### src/rtl/counter_seq_ctrl_pkg.sv
// Shared state codes and sequencing constants for the counter sequencer.
// Imported by the RTL and the bench so both agree on encodings.
// No logic here.
package counter_seq_ctrl_pkg;

    typedef enum logic [2:0] {
        ST_IDLE  = 3'd0,
        ST_CLEAR = 3'd1,
        ST_RUN   = 3'd2,
        ST_PAUSE = 3'd3,
        ST_DONE  = 3'd4
    } state_t;

    localparam int CLEAR_PHASES  = 4;
    localparam int SETTLE_CYCLES = 2;

endpackage

### src/rtl/counter_seq_ctrl_debounce.sv
// Button debouncer: 2-FF synchroniser, stable-level counter, one-cycle press pulse.
// Latency: 2 sync cycles + DEBOUNCE_CYCLES stable cycles + 1 registered pulse cycle.
// No backpressure: one press pulse per accepted high-to-low level change.
module counter_seq_ctrl_debounce #(
    parameter int DEBOUNCE_CYCLES = 500000
) (
    input  logic clk,
    input  logic clr_n,
    input  logic btn_n,
    output logic press
);

    localparam int CW = (DEBOUNCE_CYCLES > 1) ? $clog2(DEBOUNCE_CYCLES + 1) : 1;
    localparam logic [CW-1:0] CNT_LAST = CW'(DEBOUNCE_CYCLES - 1);

    logic          sync1;
    logic          sync2;
    logic          level;
    logic [CW-1:0] cnt;

    // Released (high) is the idle level, so reset never fabricates a press.
    always_ff @(posedge clk) begin
        if (!clr_n) begin
            sync1 <= 1'b1;
            sync2 <= 1'b1;
            level <= 1'b1;
            cnt   <= '0;
            press <= 1'b0;
        end else begin
            sync1 <= btn_n;
            sync2 <= sync1;
            press <= 1'b0;
            if (sync2 == level) begin
                cnt <= '0;
            end else if (cnt == CNT_LAST) begin
                level <= sync2;
                cnt   <= '0;
                press <= ~sync2;
            end else begin
                cnt <= cnt + CW'(1);
            end
        end
    end

endmodule

### src/rtl/counter_seq_ctrl.sv
// Start/pause/step/clear sequencer driving an external 4-bit counter's clk and clr.
// Latency: outputs are registered, one cycle after the FSM decision; step-to-compare 3 cycles.
// No backpressure: requests arriving during a pulse or settle window are dropped.
module counter_seq_ctrl
    import counter_seq_ctrl_pkg::*;
#(
    parameter int DEBOUNCE_CYCLES = 500000,
    parameter int TICK_DIV        = 50000000
) (
    input  logic       clk,
    input  logic       clr_n,
    input  logic       btn_start_n,
    input  logic       btn_step_n,
    input  logic       sw_auto,
    input  logic [3:0] target,
    input  logic [3:0] cnt_q,
    output logic       cnt_step,
    output logic       cnt_clr,
    output logic [2:0] state,
    output logic       busy,
    output logic       done
);

    localparam int DW = (TICK_DIV > 1) ? $clog2(TICK_DIV) : 1;
    localparam logic [DW-1:0] DIV_LAST = DW'(TICK_DIV - 1);

    state_t        st_q, st_d;
    logic [1:0]    phase_q, phase_d;
    logic          act_q, act_d;
    logic          pend_q, pend_d;
    logic [3:0]    tgt_q;
    logic [DW-1:0] div_q;
    logic          start_ev, step_ev, tick, req;
    logic          step_d, clr_d;

    counter_seq_ctrl_debounce #(.DEBOUNCE_CYCLES(DEBOUNCE_CYCLES)) u_db_start (
        .clk   (clk),
        .clr_n (clr_n),
        .btn_n (btn_start_n),
        .press (start_ev)
    );

    counter_seq_ctrl_debounce #(.DEBOUNCE_CYCLES(DEBOUNCE_CYCLES)) u_db_step (
        .clk   (clk),
        .clr_n (clr_n),
        .btn_n (btn_step_n),
        .press (step_ev)
    );

    assign tick = sw_auto && (div_q == DIV_LAST);
    assign req  = sw_auto ? tick : step_ev;

    // act_q marks a pulse/settle window in RUN; phase 0 is the pulse, 1..2 settle.
    always_comb begin
        st_d    = st_q;
        phase_d = phase_q;
        act_d   = act_q;
        pend_d  = pend_q;
        case (st_q)
            ST_IDLE, ST_DONE: begin
                if (start_ev) begin
                    st_d    = ST_CLEAR;
                    phase_d = 2'd0;
                end
            end
            ST_CLEAR: begin
                if (phase_q == 2'(CLEAR_PHASES - 1)) begin
                    st_d    = ST_RUN;
                    phase_d = 2'd0;
                    act_d   = 1'b0;
                    pend_d  = 1'b0;
                end else begin
                    phase_d = phase_q + 2'd1;
                end
            end
            ST_RUN: begin
                if (act_q) begin
                    if (phase_q == 2'(SETTLE_CYCLES)) begin
                        act_d   = 1'b0;
                        phase_d = 2'd0;
                        pend_d  = 1'b0;
                        if (cnt_q == tgt_q)
                            st_d = ST_DONE;
                        else if (pend_q || start_ev)
                            st_d = ST_PAUSE;
                    end else begin
                        phase_d = phase_q + 2'd1;
                        if (start_ev)
                            pend_d = 1'b1;
                    end
                end else if (start_ev) begin
                    st_d = ST_PAUSE;
                end else if (req) begin
                    act_d   = 1'b1;
                    phase_d = 2'd0;
                end
            end
            ST_PAUSE: begin
                if (start_ev)
                    st_d = ST_RUN;
            end
            default: begin
                st_d    = ST_IDLE;
                phase_d = 2'd0;
                act_d   = 1'b0;
                pend_d  = 1'b0;
            end
        endcase
        clr_d  = (st_d == ST_CLEAR) && (phase_d != 2'(CLEAR_PHASES - 1));
        step_d = ((st_d == ST_CLEAR) && (phase_d == 2'd1)) ||
                 ((st_d == ST_RUN) && act_d && (phase_d == 2'd0));
    end

    always_ff @(posedge clk) begin
        if (!clr_n) begin
            st_q     <= ST_IDLE;
            phase_q  <= 2'd0;
            act_q    <= 1'b0;
            pend_q   <= 1'b0;
            tgt_q    <= 4'd0;
            div_q    <= '0;
            cnt_step <= 1'b0;
            cnt_clr  <= 1'b0;
        end else begin
            st_q     <= st_d;
            phase_q  <= phase_d;
            act_q    <= act_d;
            pend_q   <= pend_d;
            cnt_step <= step_d;
            cnt_clr  <= clr_d;
            if (st_q == ST_CLEAR && phase_q == 2'd0)
                tgt_q <= target;
            // Cleared outside RUN so every RUN entry restarts a full tick period.
            if (st_q == ST_RUN && sw_auto)
                div_q <= tick ? '0 : div_q + DW'(1);
            else
                div_q <= '0;
        end
    end

    assign state = st_q;
    assign busy  = (st_q == ST_CLEAR) || (st_q == ST_RUN) || (st_q == ST_PAUSE);
    assign done  = (st_q == ST_DONE);

endmodule

### config.mk
export PLATFORM = sky130hd
export DESIGN_NAME = counter_seq_ctrl
export DESIGN_NICKNAME = d
export VERILOG_FILES = /design/src/rtl/counter_seq_ctrl_pkg.sv /design/src/rtl/counter_seq_ctrl_debounce.sv /design/src/rtl/counter_seq_ctrl.sv
export SDC_FILE = /design/constraint.sdc
export NUM_CORES = 1
export LEC_CHECK = 0
export ABC_AREA = 1
export CORE_MARGIN = 1
export CORE_UTILIZATION = 25
export DETAILED_ROUTE_END_ITERATION = 8
export HOLD_SLACK_MARGIN = 0.06
export PLACE_DENSITY_LB_ADDON = 0.3
export SLEW_MARGIN = 20
export SYNTH_ARGS = -nofsm -noshare
export SYNTH_HDL_FRONTEND = slang
export SYNTH_HIERARCHICAL = 1
export SYNTH_SLANG_ARGS = --single-unit
### constraint.sdc
create_clock -name clk -period 3.65 [get_ports clk]
set_clock_uncertainty 0.2 [all_clocks]
set_input_delay 1.095 -clock clk [delete_from_list [all_inputs] [get_ports clk]]
set_output_delay 1.095 -clock clk [all_outputs]
set_load 0.01 [all_outputs]
# == Yosys cells after proc, flatten, opt, wreduce, memory -nomap -nowiden ==
# Index checks and enable logic that the tools add are counted.
# Widths: inputs -> output; s select.
# totals
register_bits,85
latch_bits,0
ram_bits,0
rom_bits,0
in_bits,13
out_inout_bits,7
wordCells,102
memories,0
# classes
n_addsub,4
mul,0
n_div,0
magnitude_cmp,0
n_eq_ne,19
shifts,0
mux,28
bitwise,9
n_reduce_logical,24
# op_table
operator,n
$add 19x1->19 const B,2
$eq 19x19->1 const B,2
$add 26x1->26 const B,1
$eq 26x26->1 const B,1
$mux 3,8
$reduce_or 3->1,6
$mux 2,6
$pmux 3 s4,1
$mux 1,10
$eq 3x2->1 const B,3
$not 1->1,9
$pmux 2 s4,1
$logic_and 1x1->1,7
$eq 3x1->1 const B,2
$ne 2x2->1 const B,3
$pmux 1 s3,2
$eq 2x2->1 const B,2
$eq 4x4->1,1
$logic_not 2->1,2
$logic_or 1x1->1,4
$reduce_and 2->1,2
$reduce_and 4->1,1
$eq 3x3->1 const B,1
$logic_not 3->1,1
other kinds (5),6

# == Depth between registers and ports, before layout ==
# Gate-level depths: netlist of run 1.
# logic_depth
ltp_word,10
ltp_mapped,13
mapped_depth_nobuf,13

# == Cells and area by module ==
# The synthesis of run 1 kept the hierarchy.
# modules_own_cells
module,n_inst,cells_each,area_per_inst_um2,seq_area_each_um2
counter_seq_ctrl,1,323,2267.2,780.7
counter_seq_ctrl_debounce at u_db_start,1,168,1178.6,460.4
counter_seq_ctrl_debounce at u_db_step,1,160,1133.6,460.4

# == Worst setup path before layout of run 1 ==
# No wires, ideal clock.
# synth_timing
path_type,input -> register
startpoint,input sw_auto
endpoint,register cnt_step
setup_ns,0.064
arrival_ns,1.922
required_ns,3.386
setup_slack_ns,1.464
cell_stages,12
path_buffers,0
path_cell_list,nand2_1 nor2_1 nand2_1 nor2_2 nand2_2 nand2_2 nand2_2 nand2_1 nand2_1 a21oi_2 nand2_1 nor2_1
# synth_via
elab_chain_cells,9
word_cells_on_any_way,16
cone_classes,eq/ne (1); mux (9); reduce/logical (6)
# synth_rtl
element,line,source
start: declaration,counter_seq_ctrl.sv:14,"input logic sw_auto,"
$logic_and 1x1->1,counter_seq_ctrl.sv:50,assign tick = sw_auto && (div_q == DIV_LAST);
$mux 1 (*),counter_seq_ctrl.sv:51,assign req = sw_auto ? tick : step_ev;
$mux 2 / $mux 1 (equally long branches),counter_seq_ctrl.sv:93,end else if (req) begin
$mux 2 / $mux 1 (equally long branches),counter_seq_ctrl.sv:91,end else if (start_ev) begin
$mux 2 / $mux 1 (equally long branches),counter_seq_ctrl.sv:77,if (act_q) begin
$pmux 2 s4 / $pmux 1 s3 (equally long branches),counter_seq_ctrl.sv:59,case (st_q)
"$eq 2x1->1, or another cell as far along",counter_seq_ctrl.sv:110,step_d = ((st_d == ST_CLEAR) && (phase_d == 2'd1)) ||
$logic_and 1x1->1 (on tied branches),"counter_seq_ctrl.sv:110, counter_seq_ctrl.sv:111",
$logic_or 1x1->1 (*),counter_seq_ctrl.sv:110,
end signal: assignment,counter_seq_ctrl.sv:129,cnt_step <= step_d;
end: declaration,counter_seq_ctrl.sv:17,"output logic cnt_step,"
# Every way passes the cells marked *; elsewhere a longest branch is shown, timed or not.
# A chain may end at the register's enable or synchronous reset.

# == Final worst setup path of run 1 ==
# layout_timing
startpoint,register st_q[1] (netlist: state[1])
endpoint,output busy
# layout_via
elab_chain_cells,3
word_cells_on_any_way,5
cone_classes,eq/ne (3); reduce/logical (2)
# layout_rtl
element,line,source
start: declaration,counter_seq_ctrl.sv:27,"state_t st_q, st_d;"
start signal: assignment,counter_seq_ctrl.sv:125,st_q <= st_d;
$eq 3x1->1 / $eq 3x2->1 (equally long branches),counter_seq_ctrl.sv:142,assign busy = (st_q == ST_CLEAR) || (st_q == ST_RUN) || (st_q == ST_PAUSE);
$logic_or 1x1->1,counter_seq_ctrl.sv:142,
$logic_or 1x1->1 (*),counter_seq_ctrl.sv:142,
end: declaration,counter_seq_ctrl.sv:20,"output logic busy,"
# Marks and branches as above.

==> results.ini, run 1 <==
[synthesis]
synth_area_leaders=dfxtp_1 (37%), nand2_1 (12%), nor2_1 (9.3%)
synth_compound_area_frac=0.0566
yosys.area_share.simple=0.424
synthCells=651
synth_top_family_by_area=simple AND/OR/NAND/NOR gates
synthMuxAreaShare=0
synth_fa_ha_area_frac=0.0191
yosys.area.top_type=dfxtp_1
synth-seq-cells=85
ys_seq_area_frac=0.372
synth_enable_flop_cells=0
yosysWarnings=6
synth-xor-area-share=0.0497
synth_ff_type=dfxtp_1
synth.top_cell.area_share=0.372
synthArstFlopShare=0
netlist_area_um2=4580
ys_types=44
syn_nets=671
syn_avg_cell_area_um2=7.03

[power_and_ir_drop]
power_density_nw_per_um2=348
power_w=0.00185
peakVddDrop_mv=0.252
leakage_nw=1.81

[timing]
slew_viol_final=0
worst_pin_slew_ns=0.548
min_period_over_period=0.825
fin_tns_setup_ns=0
max_freq_ghz=0.332
rsz0062_at_grt=false
slew_headroom=0.633
setup_ws_ns=0.638
period_minus_slack_ns=3.01
hold_viol=0
setup_viol=0

[min_path]
hold_class=flop to flop

[drt]
drc=0
avgRoutedWirePerCell_um=10.7
viasPerCell=4.30
drtIter0Drc=232
firstDrtPassIters=4
vias=3919
ant_nets=0
wirelength_um=9750

[clock_tree]
cts_root_buffer=clkbuf_16
clkLatencyLatePin_ns=0.35
clk_pin_slew_ns=0.07
cts_buffer_depth=2
cts_sinks=85
hold_buffers=0
numCtsBuffers=9
cts_tree=yes
cts-resized-gates=0
post_cts_buffers=0
h-tree-depth=3

[finish]
num-fill-cells=1973
diodes=0
area_growth_pct=15.8
final_layout_size_suffix_gt1_frac=0.122
nets=698

[grt]
grt_use_total=0.115
first_global_vias=3770
grt_overflow=0
grt_pass1_wl_um=17000
grt_max_degree=25
antenna_found_initial=0

[die]
die_area_um2=18900
ios=20
die_w_um=137
start_util=0.255
coreArea_um2=18000
die-height_um=137
row_count=49

[placement]
dp_slack_ns=0.617
portBuffers=19
place_hpwl_um=7280
gp_congestion=0.824

[status]
status=finished clean

[setup_path]
critPathMaxFanout=5
crit_type=flop to output pin
start_kind=flop
worstPathArrival_ns=1.72
critPathCaptureType=output pin
critPathRequiredTime_ns=2.35

[job]
max_cap_violations=0

final timing paths:
kind / startpoint / endpoint / slack (ns) / cells past startpoint
worst max-delay path: state[1] / busy / 0.64 / 5
worst min-delay path: u_db_step/sync1 / u_db_step/sync2 / 0.20 / 2
worst max register to register: div_q[0] / div_q[24] / 1.59 / 10
worst min register to register: u_db_step/sync1 / u_db_step/sync2 / 0.20 / 2
per-stage QoR:
step / hold WS, ns / util / area [um2] / cells
after floorplan: 0.180 / - / 4580 / 651
after global placement: 0.182 / 0.279 / 5020 / 896
after detailed placement: 0.188 / 0.279 / 5020 / 896
after CTS: 0.204 / 0.295 / 5300 / 912
after global routing: 0.256 / 0.295 / 5300 / 912
final: 0.204 / 0.295 / 5300 / 912
routing by layer:
layer | global-route usage | vias to the layer above | routed length (um)
met4 | 0.0324 | 0 | 57
met5 | 0 | - | 0
met3 | 0.0383 | 4 | 255
li1 | - | 2110 | -
met2 | 0.188 | 46 | 4480
met1 | 0.142 | 1759 | 4950
flip-flops by register name (all words and copies together), names as in the netlist:
name and flops:
div_q 26, u_db_start/cnt 19, u_db_step/cnt 19, tgt_q 4, state 3, phase_q 2, act_q 1, cnt_clr 1
cnt_step 1, pend_q 1, u_db_start/level 1, u_db_start/press 1, u_db_start/sync1 1, u_db_start/sync2 1, u_db_step/level 1, u_db_step/press 1
u_db_step/sync1 1, u_db_step/sync2 1
area by class of cell:
class | instances | area (um2) | share of cell area
clock buffer | 10 | 239 | 0.0451
timing repair buffer | 20 | 198 | 0.0373
inverter | 84 | 319 | 0.0602
sequential | 85 | 1700 | 0.321
tap | 229 | 287 | 0.0540
clock inverter | 6 | 43.8 | 0.00826
multi-input combinational | 478 | 2510 | 0.474
power breakdown:
part           internal [W]  switching, W   total, W
Sequential         0.000930    0.00000186   0.000932
Clock              0.000485      0.000398   0.000882
Combinational     0.0000159     0.0000154  0.0000313
Total               0.00143      0.000415    0.00185
cells in the final DEF (no fill, tap or decap), types with 2 or more instances in the layout:
master	count
a21oi_1	29
a31oi_1	2
clkbuf_16	9
clkdlybuf4s50_1	19
clkinv_2	3
dfxtp_1	85
ha_1	7
inv_1	78
inv_2	4
inv_6	3
nand2_1	152
nand2_2	8
nand3_1	40
nand3_2	4
nand3_4	2
nand3b_1	2
nand4_1	13
nor2_1	113
nor2_2	16
nor2_4	9
nor3_1	10
nor3_2	6
nor3_4	2
nor3b_1	3
nor3b_2	4
nor4_1	2
o21ai_0	10
or2_0	2
or2_2	5
xnor2_1	8
xor2_1	18
worst max-delay path: stages, from the launching register on:
cell and delay (ns):
dfxtp_1 0.43, inv_2 0.10, nand2_1 0.13, inv_1 0.08, nor2_1 0.09, clkdlybuf4s50_1 0.55
cell usage after synthesis (2+ instances only):
| cell type | n |
|---|---|
| inv_1 | 78 |
| ha_1 | 7 |
| nor2_4 | 9 |
| nand2_1 | 152 |
| nor2_2 | 16 |
| or2_0 | 2 |
| xor2_1 | 18 |
| inv_2 | 4 |
| nor3b_1 | 3 |
| nor3_2 | 6 |
| a21oi_1 | 29 |
| nand3b_1 | 2 |
| nor2_1 | 113 |
| dfxtp_1 | 85 |
| nand3_4 | 2 |
| nor3b_2 | 4 |
| xnor2_1 | 8 |
| o21ai_0 | 10 |
| nand3_1 | 40 |
| nor3_1 | 10 |
| nand3_2 | 4 |
| nand2_2 | 8 |
| a31oi_1 | 2 |
| nor3_4 | 2 |
| nor4_1 | 2 |
| nand4_1 | 13 |
| or2_2 | 5 |
cells by family (layout without fill, tap and decap cells):
family	after synthesis	in the layout
AND/OR/NAND/NOR	397	397
buffers and inverters	88	120
flip-flops	85	85
AO/OA/AOI/OAI	48	48
XOR/XNOR	26	26
adder cells (fa/ha/maj)	7	7
No activity file was read; power rests on OpenSTA's default activity.
==> run 2, diff against run 1 <==
clock period = 2.6 ns   (was 3.65 ns; I/O delays follow)
==> run 2 against run 1 <==
  * Setup slack lost 0.45 ns
  * Combinational power grew 47%
  * Final area grew 1.5%
  * Register-to-register slack lost 1.0 ns
  * Largest cell class unchanged
  * Largest power group is now clock
==> results.ini, run 2 (synthesis results as in run 1) <==
[min_path]
hold_class=flop to flop  ; unchanged

[die]
die-height_um=137  ; unchanged
die_w_um=137  ; unchanged
start_util=0.255  ; unchanged
die_area_um2=18900  ; unchanged
ios=20  ; unchanged
row_count=49  ; unchanged
coreArea_um2=18000  ; unchanged

[timing]
period_minus_slack_ns=2.41
worst_pin_slew_ns=0.445  ; was 0.548 ns
slew_headroom=0.701  ; was 0.633
min_period_over_period=0.928
slew_viol_final=0  ; unchanged
setup_viol=0  ; unchanged
hold_viol=0  ; unchanged
setup_ws_ns=0.187  ; was 0.638 ns
hold-worst-slack_ns=0.204  ; about the same
fin_tns_setup_ns=0  ; unchanged
rsz0062_at_grt=false  ; unchanged
max_freq_ghz=0.414

[finish]
diodes=0  ; unchanged
final_cells=917  ; was 912
reg_top3=div_q x26, u_db_start/cnt x19, u_db_step/cnt x19  ; unchanged
layout_common_cells=nand2_1 (152), nor2_1 (113), dfxtp_1 (83), inv_1 (78), nand3_1 (40)  ; was nand2_1 (152), nor2_1 (113), dfxtp_1 (85), inv_1 (78), nand3_1 (40)
largest_reg_flops=26  ; unchanged
area_growth_pct=17.5  ; was 15.8%
nets=703  ; was 698
top_register=div_q  ; unchanged
layout_commonest_cell=nand2_1  ; unchanged
final_layout_size_suffix_gt1_frac=0.131  ; was 0.122

[grt]
grt_pass1_wl_um=16900  ; was 17000 um
antenna_found_initial=0  ; unchanged
grt_use_total=0.115  ; about the same
grt_overflow=0  ; unchanged
grt_max_degree=20  ; was 25
first_global_vias=3622  ; was 3770

[power_and_ir_drop]
power_switching_w=0.000582  ; was 0.000415 W
peakVddDrop_mv=0.314  ; was 0.252 mV
p_sw_frac=0.211  ; was 0.225
comb_power_share=0.017  ; about the same
leakage_nw=1.86  ; was 1.81 nW
power_density_nw_per_um2=513  ; was 348 nW/um2
p_clk_frac=0.509  ; was 0.478
p_int_w=0.00218  ; was 0.00143 W
pwr-share-seq=0.474  ; was 0.505
power_w=0.00276  ; was 0.00185 W

[setup_path]
crit_family=buffers and inverters  ; unchanged
critPathMaxFanout=6  ; was 5
max_stage_delay_ns=0.61  ; was 0.55 ns
worstPathArrival_ns=1.43  ; was 1.72 ns
cp_num_buf_inv=1  ; was 3
crit_type=flop to output pin  ; unchanged
critPathCaptureType=output pin  ; unchanged
start_kind=flop  ; unchanged
path_cells=clkdlybuf4s50_1  ; was inv_2 > nand2_1 > inv_1 > nor2_1 > clkdlybuf4s50_1
cpMaxStageDelayCell=clkdlybuf4s50_1  ; unchanged
critPathRequiredTime_ns=1.62  ; was 2.35 ns

[drt]
wirelength_um=9760  ; was 9750 um
ant_nets=0  ; unchanged
drc=0  ; unchanged
viasPerCell=4.24  ; was 4.30
firstDrtPassIters=4  ; unchanged
vias=3889  ; was 3919
drtIter0Drc=172  ; was 232
avgRoutedWirePerCell_um=10.6  ; was 10.7 um

[clock_tree]
numCtsBuffers=9  ; unchanged
h-tree-depth=3  ; unchanged
cts-resized-gates=4  ; was 0
cts_root_buffer=clkbuf_16  ; unchanged
cts_sinks=85  ; unchanged
clkLatencyLatePin_ns=0.35  ; about the same
hold_buffers=0  ; unchanged
cts_buffer_depth=2  ; unchanged
cts_tree=yes  ; unchanged
post_cts_buffers=0  ; unchanged
clk_pin_slew_ns=0.07  ; about the same

[placement]
gp_congestion=0.864  ; was 0.824
place_hpwl_um=7350  ; was 7280 um
portBuffers=19  ; unchanged
dp_slack_ns=0.0555  ; was 0.617 ns
post-place-cells=901  ; was 896

[status]
status=finished clean  ; unchanged

[job]
max_cap_violations=0  ; unchanged

==> run 2: layout make-up <==
cell class	count	area [um2]
clock inverter	7	97.6
fill	1986	12600
tap	229	287
timing repair buffer	25	233
clock buffer	9	225
sequential	85	1700
multi-input combinational	478	2510
inverter	84	319
==> run 2: final timing paths <==
kind,startpoint,end,slack (ns),cells after the start
worst max register to register,div_q[0],div_q[24],0.56,10
worst min register to register,u_db_step/sync1,u_db_step/sync2,0.20,2
worst min-delay path,u_db_step/sync1,u_db_step/sync2,0.20,2
worst max-delay path,state[2],state[2],0.19,1
==> run 2: per-layer routing <==
metal	up-vias	GRT usage	wire [um]
li1	2113	-	-
met4	0	0.0385	132
met2	33	0.180	4360
met5	-	0	0
met3	10	0.0353	306
met1	1733	0.149	4960
==> run 2: power by group through the flow <==
stage	registers, W	clock network, W	logic, W
4_1_cts	0.00131	0.00146	0.0000473
3_3_place_gp	0.00134	0	0.0000475
2_1_floorplan	0.00134	0	0.0000189
3_5_place_dp	0.00134	0	0.0000471
6_report	0.00131	0.00140	0.0000460
5_1_grt	0.00131	0.00152	0.0000515
==> run 2: through the flow <==
stage	utilization	area, um2
5_1_grt	0.300	5380
6_report	0.300	5380
2_1_floorplan	-	4580
3_5_place_dp	0.282	5060
4_1_cts	0.300	5380
3_3_place_gp	0.282	5060
==> run 3, diff against run 2 <==
--- a/config.mk
+++ b/config.mk
@@ -7,4 +7,5 @@
 export LEC_CHECK = 0
 export ABC_AREA = 1
+export CAP_MARGIN = 20
 export CORE_MARGIN = 1
 export CORE_UTILIZATION = 25
@@ -12,4 +13,5 @@
 export HOLD_SLACK_MARGIN = 0.06
 export PLACE_DENSITY_LB_ADDON = 0.3
+export SETUP_SLACK_MARGIN = 0.2
 export SLEW_MARGIN = 20
 export SYNTH_ARGS = -nofsm -noshare
==> constraint.sdc (replaced) <==
create_clock -name clk -period 2.6 [get_ports clk]
set_clock_uncertainty 0.2 [all_clocks]
set_input_delay 0.39 -clock clk [delete_from_list [all_inputs] [get_ports clk]]
set_output_delay 0.39 -clock clk [all_outputs]
set_load 0.01 [all_outputs]
==> run 3 against run 2 <==
  * Final area is essentially flat
  * Cell count shrank 0.33%
  * Die area is the same
  * Total power grew 2.9%
==> results.ini, run 3 (synthesis results as in run 1) <==
[status]
status=finished clean  ; unchanged

[timing]
max_freq_ghz=0.456  ; was 0.414 GHz
setup_viol=0  ; unchanged
worst_pin_slew_ns=0.354  ; was 0.445 ns
hold-worst-slack_ns=0.201  ; was 0.204 ns
hold_viol=0  ; unchanged
slew_headroom=0.762  ; was 0.701
rsz0062_at_grt=false  ; unchanged
fin_tns_setup_ns=0  ; unchanged
min_period_over_period=0.843  ; was 0.928
setup_ws_ns=0.409  ; was 0.187 ns
period_minus_slack_ns=2.19  ; was 2.41 ns
slew_viol_final=0  ; unchanged

[finish]
num-fill-cells=1964  ; was 1986
reg_top3=div_q x26, u_db_start/cnt x19, u_db_step/cnt x19  ; unchanged
fin_area_um2=5390  ; was 5380 um2
area_growth_pct=17.6  ; was 17.5%
layout_commonest_cell=nand2_1  ; unchanged
top_register=div_q  ; unchanged
layout_common_cells=nand2_1 (152), nor2_1 (113), dfxtp_1 (85), inv_1 (78), nand3_1 (40)  ; was nand2_1 (152), nor2_1 (113), dfxtp_1 (83), inv_1 (78), nand3_1 (40)
final_layout_size_suffix_gt1_frac=0.124  ; was 0.131
largest_reg_flops=26  ; unchanged
diodes=0  ; unchanged
nets=700  ; was 703

[power_and_ir_drop]
leakage_nw=1.87  ; was 1.86 nW
p_int_w=0.00229  ; was 0.00218 W
peakVddDrop_mv=0.429  ; was 0.314 mV
power_switching_w=0.000546  ; was 0.000582 W
p_clk_frac=0.524  ; was 0.509
comb_power_share=0.015  ; was 0.017
p_sw_frac=0.192  ; was 0.211
power_density_nw_per_um2=527  ; was 513 nW/um2
pwr-share-seq=0.461  ; was 0.474

[clock_tree]
h-tree-depth=3  ; unchanged
cts_root_buffer=clkbuf_16  ; unchanged
clk_pin_slew_ns=0.06  ; was 0.07 ns
hold_buffers=0  ; unchanged
numCtsBuffers=9  ; unchanged
cts_buffer_depth=2  ; unchanged
clkLatencyLatePin_ns=0.34  ; was 0.35 ns
cts_sinks=85  ; unchanged
cts_tree=yes  ; unchanged

[drt]
drtIter0Drc=203  ; was 172
viasPerCell=4.22  ; was 4.24
firstDrtPassIters=5  ; was 4
ant_nets=0  ; unchanged
drc=0  ; unchanged
wirelength_um=9470  ; was 9760 um
vias=3854  ; was 3889
avgRoutedWirePerCell_um=10.4  ; was 10.6 um

[die]
die_area_um2=18900  ; unchanged
row_count=49  ; unchanged
coreArea_um2=18000  ; unchanged
ios=20  ; unchanged
die_w_um=137  ; unchanged
start_util=0.255  ; unchanged
die-height_um=137  ; unchanged

[placement]
placed_area_um2=5030  ; was 5060 um2
place_hpwl_um=7160  ; was 7350 um
dp_slack_ns=0.332  ; was 0.0555 ns
portBuffers=19  ; unchanged
gp_congestion=0.865  ; was 0.864

[grt]
grt_max_degree=20  ; unchanged
grt_use_total=0.111  ; was 0.115
grt_pass1_wl_um=16600  ; was 16900 um
first_global_vias=3665  ; was 3622
antenna_found_initial=0  ; unchanged
grt_overflow=0  ; unchanged

[setup_path]
critPathRequiredTime_ns=2.01  ; was 1.62 ns
start_kind=flop  ; unchanged
critPathMaxFanout=5  ; was 6
max_stage_delay_ns=0.55  ; was 0.61 ns
path_cells=inv_2 > nand2_1 > nor2_1 > clkdlybuf4s50_1  ; was clkdlybuf4s50_1
critPathCaptureType=output pin  ; unchanged
cpMaxStageDelayCell=clkdlybuf4s50_1  ; unchanged
crit_type=flop to output pin  ; unchanged
worstPathArrival_ns=1.60  ; was 1.43 ns

[job]
max_cap_violations=0  ; unchanged

[min_path]
hold_class=flop to flop  ; unchanged

[run 3: what timing repair did]
item | in CTS | in global routing
gates resized for setup | 0 | 1
setup buffers | 0 | 0
endpoints found under the setup margin | 0 | 1
[run 3: critical path: cells and delay by family (launching register included)]
kind          cells  cell delay [ns]
simple gates      2             0.22
buf+inv           2             0.68
flops             1             0.36
[run 3: worst paths after layout]
kind / slack (ns) / endpoint / depth (start not counted) / from
min: 0.20 / u_db_step/sync2 / 2 / u_db_step/sync1
max: 0.41 / done / 4 / state[1]
min reg2reg: 0.20 / u_db_step/sync2 / 2 / u_db_step/sync1
max reg2reg: 0.58 / div_q[24] / 10 / div_q[0]
[run 3: layer usage]
layer	part of all wire	GRT usage
met1	0.50	0.138
met2	0.46	0.182
met3	0.027	0.0287
met4	0.015	0.0421
met5	0	0
[run 3: layout make-up]
| type | instances | area [um2] | share of cell area |
|---|---|---|---|
| clock buffer | 10 | 239 | 0.0444 |
| clock inverter | 6 | 109 | 0.0202 |
| inverter | 84 | 319 | 0.0592 |
| multi-input combinational | 478 | 2510 | 0.467 |
| sequential | 85 | 1700 | 0.316 |
| tap | 229 | 287 | 0.0532 |
| timing repair buffer | 22 | 215 | 0.0400 |
[run 3: power by group through the flow]
| stage | clock network (W) | logic, W | registers, W |
|---|---|---|---|
| 2_1_floorplan | 0 | 0.0000189 | 0.00134 |
| 3_3_place_gp | 0 | 0.0000449 | 0.00134 |
| 3_5_place_dp | 0 | 0.0000447 | 0.00134 |
| 4_1_cts | 0.00154 | 0.0000449 | 0.00131 |
| 5_1_grt | 0.00159 | 0.0000490 | 0.00131 |
| 6_report | 0.00149 | 0.0000437 | 0.00131 |
[run 3: metrics by stage]
stage | instances | power [W] | utilization
after floorplan | 651 | 0.00136 | -
after global routing | 914 | 0.00295 | 0.300
after global placement | 898 | 0.00138 | 0.280
final | 914 | 0.00284 | 0.300
after detailed placement | 898 | 0.00138 | 0.280
after CTS | 914 | 0.00290 | 0.300
